## src/rtl/enemy_health_ctrl.sv

```systemverilog
`default_nettype none
// +--------------------------------------------------------------------------+
// | Module      : enemy_health_ctrl                                          |
// | Description : Enemy hit-point owner and health-bar producer. Accepts     |
// |               damage through a valid/ready handshake. Recomputes the bar |
// |               target width with a multicycle restoring divider. Drains   |
// |               the displayed width toward the target once per frame.      |
// | Revision    : 1.0 - initial release                                      |
// +--------------------------------------------------------------------------+
// | Ports                                                                    |
// |   clk_in         system clock                                            |
// |   rst_in         synchronous reset, active-low                           |
// |   new_enemy_in   spawn / refill pulse (highest priority)                 |
// |   dmg_valid_in   damage request valid                                    |
// |   dmg_amount_in  damage amount, unsigned                                 |
// |   dmg_ready_out  damage can be accepted this cycle                       |
// |   frame_tick_in  one pulse per video frame                               |
// |   valid_out      bar visible (renderer valid_in)                         |
// |   border_out     displayed fill width in pixels (renderer border_in)     |
// |   hp_out         current hit points                                      |
// |   defeated_out   one-cycle pulse once the bar has drained to zero        |
// +--------------------------------------------------------------------------+
// | Build option : LOW_HP_BLINK_EN - blink the bar every 16 frames while     |
// |                hp*4 <= MAX_HP in ALIVE/CALC.                             |
// +--------------------------------------------------------------------------+
module enemy_health_ctrl #(
   parameter int MAX_HP     = 100,
   parameter int HP_W       = 8,
   parameter int WIDTH      = 96,
   parameter int DRAIN_STEP = 1
) (
   input  logic            clk_in,
   input  logic            rst_in,
   input  logic            new_enemy_in,
   input  logic            dmg_valid_in,
   input  logic [HP_W-1:0] dmg_amount_in,
   output logic            dmg_ready_out,
   input  logic            frame_tick_in,
   output logic            valid_out,
   output logic [10:0]     border_out,
   output logic [HP_W-1:0] hp_out,
   output logic            defeated_out
);

   localparam logic [2:0] S_IDLE  = 3'd0;
   localparam logic [2:0] S_ALIVE = 3'd1;
   localparam logic [2:0] S_CALC  = 3'd2;
   localparam logic [2:0] S_DYING = 3'd3;
   localparam logic [2:0] S_DEAD  = 3'd4;

   localparam int PW = HP_W + 11;

   localparam logic [HP_W-1:0] C_MAX_HP  = HP_W'(MAX_HP);
   localparam logic [HP_W:0]   C_DIVISOR = (HP_W+1)'(MAX_HP);
   localparam logic [10:0]     C_WIDTH   = 11'(WIDTH);
   localparam logic [10:0]     C_STEP    = 11'(DRAIN_STEP);
   localparam logic [3:0]      C_LAST    = 4'd11;

   logic [2:0]      state_q, state_d;
   logic [HP_W-1:0] hp_q, hp_d;
   logic [10:0]     border_q, border_d;
   logic [10:0]     target_q, target_d;
   logic [3:0]      cnt_q, cnt_d;
   logic [HP_W-1:0] rem_q, rem_d;
   logic [10:0]     dvd_q, dvd_d;
   logic [10:0]     quot_q, quot_d;
   logic            defeated_q, defeated_d;

   logic [PW-1:0]   w_prod;
   logic [HP_W:0]   w_trial;
   logic            w_qbit;
   logic [HP_W:0]   w_trial_sub;
   logic [HP_W-1:0] w_hp_sub;
   logic [10:0]     w_gap;
   logic [10:0]     w_border_tick;
   logic            w_accept;
   logic            w_drain;

   // -------------------------------------------------------------------
   // Datapath helpers
   // -------------------------------------------------------------------
   // hp <= MAX_HP bounds the quotient below 2^11, so the upper HP_W bits of
   // the product are already a valid partial remainder (< MAX_HP) and only
   // the low 11 dividend bits need to be shifted in.
   assign w_prod      = PW'(hp_q) * PW'(C_WIDTH);
   assign w_trial     = {rem_q, dvd_q[10]};
   assign w_qbit      = (w_trial >= C_DIVISOR);
   assign w_trial_sub = w_trial - C_DIVISOR;
   assign w_hp_sub    = (hp_q > dmg_amount_in) ? (hp_q - dmg_amount_in) : '0;
   assign w_accept    = dmg_valid_in && dmg_ready_out;
   assign w_drain     = frame_tick_in &&
                        ((state_q == S_ALIVE) || (state_q == S_CALC) || (state_q == S_DYING));

   // Drain moves down by at most DRAIN_STEP without overshooting; a target
   // above the displayed width is taken immediately.
   always_comb begin
      w_gap         = border_q - target_q;
      w_border_tick = border_q;
      if (border_q > target_q) begin
         w_border_tick = border_q - ((w_gap < C_STEP) ? w_gap : C_STEP);
      end else if (border_q < target_q) begin
         w_border_tick = target_q;
      end
   end

   // -------------------------------------------------------------------
   // State register
   // -------------------------------------------------------------------
   always_ff @(posedge clk_in) begin
      if (!rst_in) begin
         state_q    <= S_IDLE;
         hp_q       <= '0;
         border_q   <= '0;
         target_q   <= '0;
         cnt_q      <= '0;
         rem_q      <= '0;
         dvd_q      <= '0;
         quot_q     <= '0;
         defeated_q <= 1'b0;
      end else begin
         state_q    <= state_d;
         hp_q       <= hp_d;
         border_q   <= border_d;
         target_q   <= target_d;
         cnt_q      <= cnt_d;
         rem_q      <= rem_d;
         dvd_q      <= dvd_d;
         quot_q     <= quot_d;
         defeated_q <= defeated_d;
      end
   end

   // -------------------------------------------------------------------
   // Next-state logic
   // -------------------------------------------------------------------
   always_comb begin
      state_d    = state_q;
      hp_d       = hp_q;
      border_d   = border_q;
      target_d   = target_q;
      cnt_d      = cnt_q;
      rem_d      = rem_q;
      dvd_d      = dvd_q;
      quot_d     = quot_q;
      defeated_d = 1'b0;

      if (new_enemy_in) begin
         // Spawn wins everywhere; a concurrent handshake is dropped.
         state_d  = S_ALIVE;
         hp_d     = C_MAX_HP;
         target_d = C_WIDTH;
         border_d = C_WIDTH;
         cnt_d    = '0;
      end else begin
         if (w_drain) begin
            border_d = w_border_tick;
         end
         case (state_q)
            S_ALIVE: begin
               if (w_accept) begin
                  hp_d    = w_hp_sub;
                  state_d = S_CALC;
                  cnt_d   = '0;
               end
            end
            S_CALC: begin
               cnt_d = cnt_q + 4'd1;
               if (cnt_q == 4'd0) begin
                  rem_d  = w_prod[PW-1:11];
                  dvd_d  = w_prod[10:0];
                  quot_d = '0;
               end else begin
                  rem_d  = w_qbit ? w_trial_sub[HP_W-1:0] : w_trial[HP_W-1:0];
                  dvd_d  = {dvd_q[9:0], 1'b0};
                  quot_d = {quot_q[9:0], w_qbit};
                  if (cnt_q == C_LAST) begin
                     target_d = {quot_q[9:0], w_qbit};
                     state_d  = (hp_q != '0) ? S_ALIVE : S_DYING;
                  end
               end
            end
            S_DYING: begin
               if (frame_tick_in && (w_border_tick == 11'd0)) begin
                  state_d    = S_DEAD;
                  defeated_d = 1'b1;
               end
            end
            default: ;
         endcase
      end
   end

   // -------------------------------------------------------------------
   // Optional low-HP blink
   // -------------------------------------------------------------------
`ifdef LOW_HP_BLINK_EN
   logic [3:0] fcnt_q, fcnt_d;
   logic       blink_q, blink_d;
   logic       w_low_hp;

   assign w_low_hp = ({2'b00, hp_q} << 2) <= (HP_W+2)'(MAX_HP);

   always_comb begin
      fcnt_d  = fcnt_q;
      blink_d = blink_q;
      if (new_enemy_in) begin
         fcnt_d  = '0;
         blink_d = 1'b1;
      end else if ((state_q != S_DYING) && (state_d == S_DYING)) begin
         blink_d = 1'b1;
      end else if (frame_tick_in && w_low_hp &&
                   ((state_q == S_ALIVE) || (state_q == S_CALC))) begin
         fcnt_d = fcnt_q + 4'd1;
         if (fcnt_q == 4'hF) begin
            blink_d = ~blink_q;
         end
      end
   end

   always_ff @(posedge clk_in) begin
      if (!rst_in) begin
         fcnt_q  <= '0;
         blink_q <= 1'b1;
      end else begin
         fcnt_q  <= fcnt_d;
         blink_q <= blink_d;
      end
   end
`endif

   // -------------------------------------------------------------------
   // Output logic
   // -------------------------------------------------------------------
   always_comb begin
      dmg_ready_out = (state_q == S_ALIVE);
`ifdef LOW_HP_BLINK_EN
      valid_out     = (((state_q == S_ALIVE) || (state_q == S_CALC)) && blink_q) ||
                      (state_q == S_DYING);
`else
      valid_out     = (state_q == S_ALIVE) || (state_q == S_CALC) || (state_q == S_DYING);
`endif
      border_out    = border_q;
      hp_out        = hp_q;
      defeated_out  = defeated_q;
   end

endmodule
`default_nettype wire

```

## config.mk

```make
export PLATFORM = sky130hd
export DESIGN_NAME = enemy_health_ctrl
export DESIGN_NICKNAME = d
export VERILOG_FILES = /design/src/rtl/enemy_health_ctrl.sv
export SDC_FILE = /design/constraint.sdc
export NUM_CORES = 1
export LEC_CHECK = 0
export BUFFER_PORTS_ARGS = -buffer_cell sky130_fd_sc_hd__buf_4
export CAP_MARGIN = 10
export CORE_ASPECT_RATIO = 1.2
export CORE_MARGIN = 4
export CORE_UTILIZATION = 55
export DETAILED_ROUTE_END_ITERATION = 6
export PLACE_DENSITY = 0.77
export SLEW_MARGIN = 20
export SYNTH_ARGS = -nofsm -noshare
export SYNTH_HDL_FRONTEND = slang
export SYNTH_SLANG_ARGS = --single-unit
```

## constraint.sdc

```tcl
create_clock -name clk_in -period 4.4 [get_ports clk_in]
set_input_delay 1.1 -clock clk_in [delete_from_list [all_inputs] [get_ports clk_in]]
set_output_delay 1.1 -clock clk_in [all_outputs]
set_load 0.01 [all_outputs]
```

=== After elaboration in Yosys (flattened, before gate mapping) ===
Index checks and enable logic that the tools add are counted.

* Input bits: 13
* Register bits after elaboration: 67
* ROM bits: 0
* Memories kept: 0
* Bits in latches: 0
* Output and inout port bits: 22
* Logic and storage cells: 94
* Bits in writable memories: 0

* Multiplexer cells: 27
* $add $sub $neg: 5
* $lt $le $gt $ge: 5
* Multipliers: 1
* Reduce and logical (&&, ||, !) cells: 26
* Shift-type cells: 0
* Div/mod/pow operators: 0
* Equality and inequality tests: 13
* Bitwise gates (word level): 4

{| class="wikitable"
|+ Operator list
! cell !! number
|-
| 7-bit two-way mux || 9
|-
| 11-bit two-way mux || 4
|-
| 8-bit two-way mux || 3
|-
| 11-bit subtractor || 2
|-
| 3-bit two-way mux || 4
|-
| 2-bit nonzero test || 6
|-
| 11-bit greater-than comparator || 1
|-
| 11-bit zero test || 1
|-
| 11-bit by 1-bit < comparator with 1-bit output (second input constant) || 1
|-
| 11-bit < comparator || 1
|-
| 8-bit by 2-bit multiplier with 10-bit output (second input constant) || 1
|-
| 10-bit two-way mux || 1
|-
| 5-bit AND reduction || 2
|-
| 9-bit by 7-bit >= comparator with 1-bit output (second input constant) || 1
|-
| 3-bit one-hot mux with 3 select lines || 1
|-
| 8-bit greater-than comparator || 1
|-
| 4-bit one-hot mux with 2 select lines || 1
|-
| 2-bit AND reduction || 4
|-
| 8-bit nonzero test || 1
|-
| 8-bit by 7-bit subtractor with 8-bit output (second input constant) || 1
|-
| 8-bit subtractor || 1
|-
| 3-bit by 2-bit == test with 1-bit output (second input constant) || 2
|-
| 2-bit != test (second input constant) || 3
|-
| 3-bit by 2-bit != test with 1-bit output (second input constant) || 2
|-
| other kinds (17) || 27
|}

=== Depth between registers and ports, before layout ===
Gate-level depths: netlist (run 1).

* Word-level depth: 10
* Gate-level depth with buffers: 21
* Depth with buffers taken out: 20

=== Worst setup path after synthesis (run 1) ===
No wires, ideal clock.

* Path type: reg2reg
* Start: register border_q[0] (netlist: border_out[0])
* End: register state_q[1]
* Setup time: 0.128 ns
* Required time: 4.272 ns
* Period minus slack after synthesis: 4.527 ns
* Buffers on the path: 1
* Data arrival time: 4.399 ns
* Path slack: -0.127 ns
* Cell stages (with the launch flop): 22
* Path through: dfxtp_1 > inv_1 > ha_1 > fa_1 > nor2b_1 > o2111ai_1 > a31oi_1 > o22ai_1 > and4b_1 > buf_6 > a21oi_1 > fa_1 > nor2b_1 > o2111ai_1 > a22o_1 > a2111oi_1 > o2111a_2 > nand2_2 > a21oi_2 > o2111ai_1 > and4bb_4 > a31oi_1

* Word-level cells in the longest chain between the ends: 9
* Elaborated cells on any way between the ends: 12
* Classes of those cells: 2 x add/sub; 3 x order compare; 1 x eq/ne; 3 x mux; 3 x reduce/logical

{| class="wikitable"
|+ Ends and longest elaborated chain
! item !! RTL line !! source
|-
| start: declaration || 61 || <nowiki>logic [10:0] border_q, border_d;</nowiki>
|-
| start signal: assignment || 123 || <nowiki>border_q <= border_d;</nowiki>
|-
| 11-bit subtractor || 97 || <nowiki>w_gap = border_q - target_q;</nowiki>
|-
| 11-bit by 1-bit < comparator with 1-bit output || 100 || <nowiki>w_border_tick = border_q - ((w_gap < C_STEP) ? w_gap : C_STEP);</nowiki>
|-
| 11-bit two-way mux || 100 ||
|-
| 11-bit subtractor || 100 ||
|-
| 11-bit two-way mux (*) || 99 || <nowiki>if (border_q > target_q) begin</nowiki>
|-
| 11-bit zero test (*) || 183 || <nowiki>if (frame_tick_in && (w_border_tick == 11'd0)) begin</nowiki>
|-
| 1-bit logical AND (*) || 183 ||
|-
| 2-bit by 1-bit != test with 1-bit output (no source line) (*) || -- ||
|-
| 5-bit AND reduction (no source line) (*) || -- ||
|-
| end signal: assignment || 121 || <nowiki>state_q <= state_d;</nowiki>
|-
| end: declaration || 59 || <nowiki>logic [2:0] state_q, state_d;</nowiki>
|}

Every way passes the cells marked *; elsewhere a longest branch is shown, timed or not.
A chain may end at the register's enable or synchronous reset.

=== Final worst setup path (run 1) ===
Same ends and word-level chain as after synthesis.

==> results of run 1 <==
## metrics by stage
| stage | hold WS (ns) | worst slack, ns | TNS (ns) | power, W |
|---|---|---|---|---|
| after floorplan | 0.432 | 0.000763 | 0 | 0.000934 |
| after global placement | 0.439 | -0.00400 | -0.00400 | 0.00106 |
| after detailed placement | 0.450 | -0.190 | -0.489 | 0.00107 |
| after CTS | 0.460 | 0.00480 | 0 | 0.00166 |
| after global routing | 0.491 | -0.109 | -0.233 | 0.00175 |
| final | 0.462 | 0.0529 | 0 | 0.00168 |
## synth_stat cells, types with 4 or more instances
library cell and n:
a21oi_1 53, fa_1 4, xnor2_1 21, o21ai_1 6, a21boi_0 9, o21ai_0 21
nor3_1 11, clkbuf_1 23, or3_1 4, dfxtp_1 62, o2111ai_1 4, o211ai_1 12
o21a_1 6, nor2_1 55, a22oi_1 8, nand2b_1 6, xor2_1 6, a31oi_1 10
nand2_1 70, a21o_1 11, inv_1 47, o21bai_1 7, mux2i_1 4, o211a_1 6
nor2b_1 16, ha_1 45, nand3_1 22
## where the power goes
part | leakage [nW] | switching, W | internal, W | total, W
Clock | 0.120 | 0.000218 | 0.000365 | 0.000583
Sequential | 0.504 | 0.0000126 | 0.000572 | 0.000584
Combinational | 1.89 | 0.000292 | 0.000216 | 0.000508
## layer usage
metal,vias up,part of all wire
met5,-,0
met1,2250,0.39
li1,2335,-
met4,0,0.042
met3,35,0.046
met2,145,0.52
## state kept, by name, summed over array words and instances (netlist names)
name          flops
quot_q           10
dvd_q             6
border_out       11
cnt_q             4
state_q           3
defeated_out      1
rem_q             8
hp_out            8
target_q         11
## repair_timing
item,4_1_cts,5_1_grt
resized for setup,12,20
setup endpoints to repair,4,4
hold endpoints to repair,0,0
hold buffers,0,0
setup buffers,0,3
pin swaps,8,18
## logic make-up (layout without fill, tap and decap cells)
family,Yosys count,after routing
AND/OR/NAND/NOR,210,210
AO/OA/AOI/OAI,191,191
buffers and inverters,74,137
flip-flops,62,62
adder cells (fa/ha/maj),49,49
XOR/XNOR,27,27
multiplexers,4,4
other,2,10
## worst max-delay path by stage
stage | endpoint | slack [ns] | cells past startpoint
finish | state_q[1] | 0.05 | 20
global route | state_q[1] | -0.11 | 20
CTS | state_q[1] | 0.005 | 20
detailed placement | state_q[1] | -0.19 | 20
global placement | state_q[1] | -0.004 | 20
floorplan | state_q[1] | 0.0008 | 21
## final cells by class
type,count,share of cell area
clock buffers,13,0.0291
multi-input cells,491,0.594
flip-flops and latches,62,0.215
inverters,47,0.0304
well taps,117,0.0252
clock inverters,3,0.0112
repair buffers,74,0.0958
## worst reg2reg max path: cells and delay by family (launching register included)
family	cells	cell delay, ns
fa+ha+maj	3	0.92
simple gates	5	1.02
compound gates	11	1.91
flops	1	0.34
buf+inv	1	0.04
==> results.cfg, run 1 <==
[finish]
area_growth_pct = 20.5
layout-drive-gt1-share = 0.190
final_common_cell = buf_4
final-seq-area_sq_um = 1240
stdcell_area_sq_um = 5800
fill_cells = 707
num_antenna_cells = 0
final_nets = 747
multiInputGateArea_sq_um = 3440
layout_common_cells = 74 x buf_4, 69 x nand2_1, 59 x dfxtp_1
final-instance-count-excl-fill = 807
final_util = 0.677

[power]
p_leak_nw = 2.52
powerDensity_nw_per_um2 = 289
vdd_drop_max_mv = 0.221

[clocking]
numCtsBuffers = 9
htree_levels = 3
cts_root_buf = clkbuf_8
tritoncts = yes
clockBufferDepth = 2
cts_sinks = 62
clk_latency_ns = 0.35
clk_pin_slew_ns = 0.07

[floorplan]
die_w_um = 93.4
dieArea_sq_um = 10300
pin_count = 35
start_util = 0.562
core-area_sq_um = 8560
dieHeight_um = 110
rows = 37

[timing]
drv_slew = 0
tightest_slew_ns = 0.818
hold_viol = 0
timing.fmax_mhz = 230
finClkSkew_ns = 0.00855
setup_viol = 0
slew-limit-headroom = 0.453
min_period_ns = 4.35
grt_setup_unrepaired = yes
fin_crit_sh = 0.988

[synthesis]
synth.distinct_cells = 71
synth_top_cell_by_area = dfxtp_1
synthTopCellsByArea = dfxtp_1 26%, ha_1 12%, a21oi_1 5.5%
syn_inst = 619
synth-adder-area-share = 0.134
ys_seq_elements = 62
synthMuxAreaShare = 0.00832
synth_area_sq_um = 4810
ys_async_sr_fraction = 0
synth_top_family_by_area = compound AO/OA/AOI/OAI gates
synth-compound-area-share = 0.275
synth_edf_count = 0
ys.warnings.count = 0
synth-main-ff-cell = dfxtp_1
synth_xor_area_frac = 0.0491
yosysSeqAreaShare = 0.258
synth.top_cell.area_share = 0.258
synth_area_per_cell_sq_um = 7.77
synth_simple_gate_area_frac = 0.210

[route]
drcViolationCount = 0
wl_per_cell_um = 16.1
vias = 4765
drtIter0Drc = 237
firstDrtPassIters = 6
vias_per_cell = 5.90
drt-total-wl_um = 13000
ant_nets = 0

[setup_path]
arrival_ns = 4.57
startpoint = border_out[0]
critical_path_buf_inv_count = 1
cp-start-kind = flop
r2r_slack_ns = 0.05
r2r_start = border_out[0]
path_cells = inv_2, ha_4, fa_2, nor2b_4, o2111ai_4, a31oi_2, o22ai_1, and4b_1, a21oi_2, fa_2, nor2b_4, o2111ai_2, a22o_1, a2111oi_2, o2111a_2, nand2_2, a21oi_2, o2111ai_2, and4bb_4, a31oi_1
slowest_delay_ns = 0.39
ff2ff_path_depth = 20
worstPathRequired_ns = 4.62
end_kind = flop
crit_type = reg2reg
cp_top_family = compound AO/OA/AOI/OAI gates
slowest_stage = fa_2
crit_fanout = 3
worstReg2RegEnd = state_q[1]

[global_route]
antenna_found_initial = 0
grt_max_degree = 32
grt_pass1_vias = 4661
grtUsageTotal = 0.253
gr-total-overflow = 0
grt_pass1_wl_um = 21300
met1_usage = 0.285
busiest_layer = met2
met3_usage = 0.0300
grtUsageMet2 = 0.464

[hold_path]
hp-class = reg2reg
hold_start = quot_q[9]
min_path_cells = 2
whs_endpoint = quot_q[9]

[place]
place_inst = 788
placed_area_sq_um = 5390
io_buffers = 34
dp_hpwl_um = 9840
place.gp.congestion = 0.939

[status]
status = finished, final reports clean

[job]
cap_viol_max_count = 0
(Power assumes the default switching activity.)
==> inputs of run 2 (changes only) <==
Settings changed: ABC_AREA set to 1.
==> results.cfg, run 2 <==
[timing]
finClkSkew_ns = 0.00417
hold_viol = 0
slew-limit-headroom = 0.458
drv_slew = 0
fin_tns_setup_ns = 0
setup_viol = 0
min_period_ns = 3.97
timing.fmax_mhz = 252
fin_crit_sh = 0.903
tightest_slew_ns = 0.807
grt_setup_unrepaired = no
hold_ws_ns = 0.466

[finish]
multiInputGateArea_sq_um = 3100
final_util = 0.641
fill_cells = 816
final_common_cell = nand2_1
area_growth_pct = 13.5
num_antenna_cells = 0
layout-drive-gt1-share = 0.126
final_nets = 850
final-seq-area_sq_um = 1240
layout_common_cells = 173 x nand2_1, 125 x inv_1, 65 x a21oi_1

[synthesis]
synth_edf_count = 0
ys_async_sr_fraction = 0
synth_area_per_cell_sq_um = 6.55
synth-main-ff-cell = dfxtp_1
synth.most_common_cell = nand2_1
synth_area_sq_um = 4860
ys_seq_elements = 62
synth.top_cell.area_share = 0.255
synth_top_cell_by_area = dfxtp_1
ys.warnings.count = 0
synth.distinct_cells = 47
synthTopCellsByArea = dfxtp_1 26%, nand2_1 13%, ha_1 12%
yosysSeqAreaShare = 0.255
netlist_top_cells_count = 174 x nand2_1, 126 x inv_1, 65 x a21oi_1
syn_inst = 743

[route]
vias = 4916
wl_per_cell_um = 13.4
firstDrtPassIters = 5
drcViolationCount = 0
drt-total-wl_um = 12200
ant_nets = 0
drtIter0Drc = 162
vias_per_cell = 5.40

[place]
place.gp.congestion = 0.949
io_buffers = 34
dp_hpwl_um = 9560

[power]
vdd_drop_max_mv = 0.180
power_w = 0.00163
clock_power_share = 0.364
intPower_w = 0.00109
p_switching_w = 0.000536
power_frac_seq = 0.362
p_leak_nw = 2.74
p_comb_frac = 0.274
powerDensity_nw_per_um2 = 295
p_sw_frac = 0.329

[setup_path]
arrival_ns = 4.26
end_kind = flop
startpoint = border_out[0]
slowest_stage = fa_1
crit_type = reg2reg
worstPathRequired_ns = 4.69
ff2ff_path_depth = 35
worstSetupEndpoint = state_q[1]
cp_common_cell = nand2_1
crit_fanout = 5
worstReg2RegEnd = state_q[1]
r2r_start = border_out[0]
r2r_slack_ns = 0.43
cp-start-kind = flop
slowest_delay_ns = 0.39

[job]
cap_viol_max_count = 0

[status]
status = finished, final reports clean

[global_route]
gr-total-overflow = 0
antenna_found_initial = 0
grt_pass1_wl_um = 20600
grt_max_degree = 30
grt_pass1_vias = 4741
grtUsageTotal = 0.244

[clocking]
holdBufCountCts = 0
cts_sinks = 62
htree_levels = 3
numCtsBuffers = 9
clk_latency_ns = 0.35
tritoncts = yes
clockBufferDepth = 2
cts_root_buf = clkbuf_8
clk_pin_slew_ns = 0.07

[floorplan]
start_util = 0.565
dieArea_sq_um = 10400
core-area_sq_um = 8610
pin_count = 35
rows = 37
dieHeight_um = 111
die_w_um = 93.8

[hold_path]
hp-class = reg2reg
-- run 2: layout make-up --
cell class                 instances  share of cell area
clock buffer                      13              0.0306
clock inverter                     3              0.0118
inverter                         133              0.0905
multi-input combinational        542               0.561
sequential                        62               0.225
tap                              117              0.0265
timing repair buffer              40              0.0544
-- run 2: worst max-delay path, delay by kind of cell, from the launching register on --
family / cells / cell delay [ns]
buffers and inverters: 6 / 0.39
AOI/OAI and AO/OA: 4 / 0.38
and+or+nand+nor: 22 / 1.87
DFF: 1 / 0.34
adders and majority gates: 3 / 0.93
-- run 2: power by group through the flow --
stage          clock [W]  sequential, W  combinational (W)
2_1_floorplan          0       0.000599           0.000337
3_3_place_gp           0       0.000601           0.000429
3_5_place_dp           0       0.000601           0.000438
4_1_cts         0.000604       0.000589           0.000441
5_1_grt         0.000624       0.000590           0.000502
6_report        0.000593       0.000589           0.000446
-- run 2: repair_timing --
| item | in CTS | in global routing |
|---|---|---|
| resized for setup | 0 | 6 |
| endpoints found under the setup margin | 0 | 3 |
| buffers inserted | 0 | 0 |
-- run 2: per-stage QoR --
stage | instance area [sq um] | setup slack, ns | instances
6_report | 5520 | 0.426 | 910
5_1_grt | 5520 | 0.0221 | 910
4_1_cts | 5510 | 0.295 | 910
3_5_place_dp | 5280 | 0.340 | 894
3_3_place_gp | 5280 | 0.492 | 894
2_1_floorplan | 4890 | 0.644 | 751
-- run 2: worst min path at each step --
stage / endpoint / from / slack [ns] / cells after the start
after global routing: quot_q[9] / quot_q[9] / 0.49 / 2
after global placement: cnt_q[2] / cnt_q[2] / 0.45 / 2
after floorplan: cnt_q[2] / cnt_q[2] / 0.44 / 2
after CTS: rem_q[7] / rem_q[7] / 0.47 / 2
final: dvd_q[7] / dvd_q[7] / 0.47 / 2
after detailed placement: rem_q[7] / rem_q[7] / 0.46 / 2
-- run 2: logic make-up (layout without fill, tap and decap cells) --
kind of cell | after synthesis | count (layout) | share of synthesized area
adder cells (fa/ha/maj) | 49 | 49 | 0.132
buffers and inverters | 147 | 189 | 0.116
AND/OR/NAND/NOR | 333 | 333 | 0.309
flip-flops | 62 | 62 | 0.255
other | 2 | 10 | 0.00154
AO/OA/AOI/OAI | 141 | 141 | 0.170
XOR/XNOR | 9 | 9 | 0.0162
-- run 2: per-layer routing --
metal  part of all wire  vias to the layer above  GRT usage
met4              0.055                        0      0.149
met2               0.50                      118      0.435
met5                  0                        -          0
met1               0.41                     2258      0.265
met3              0.036                       41     0.0353
li1                   -                     2499          -
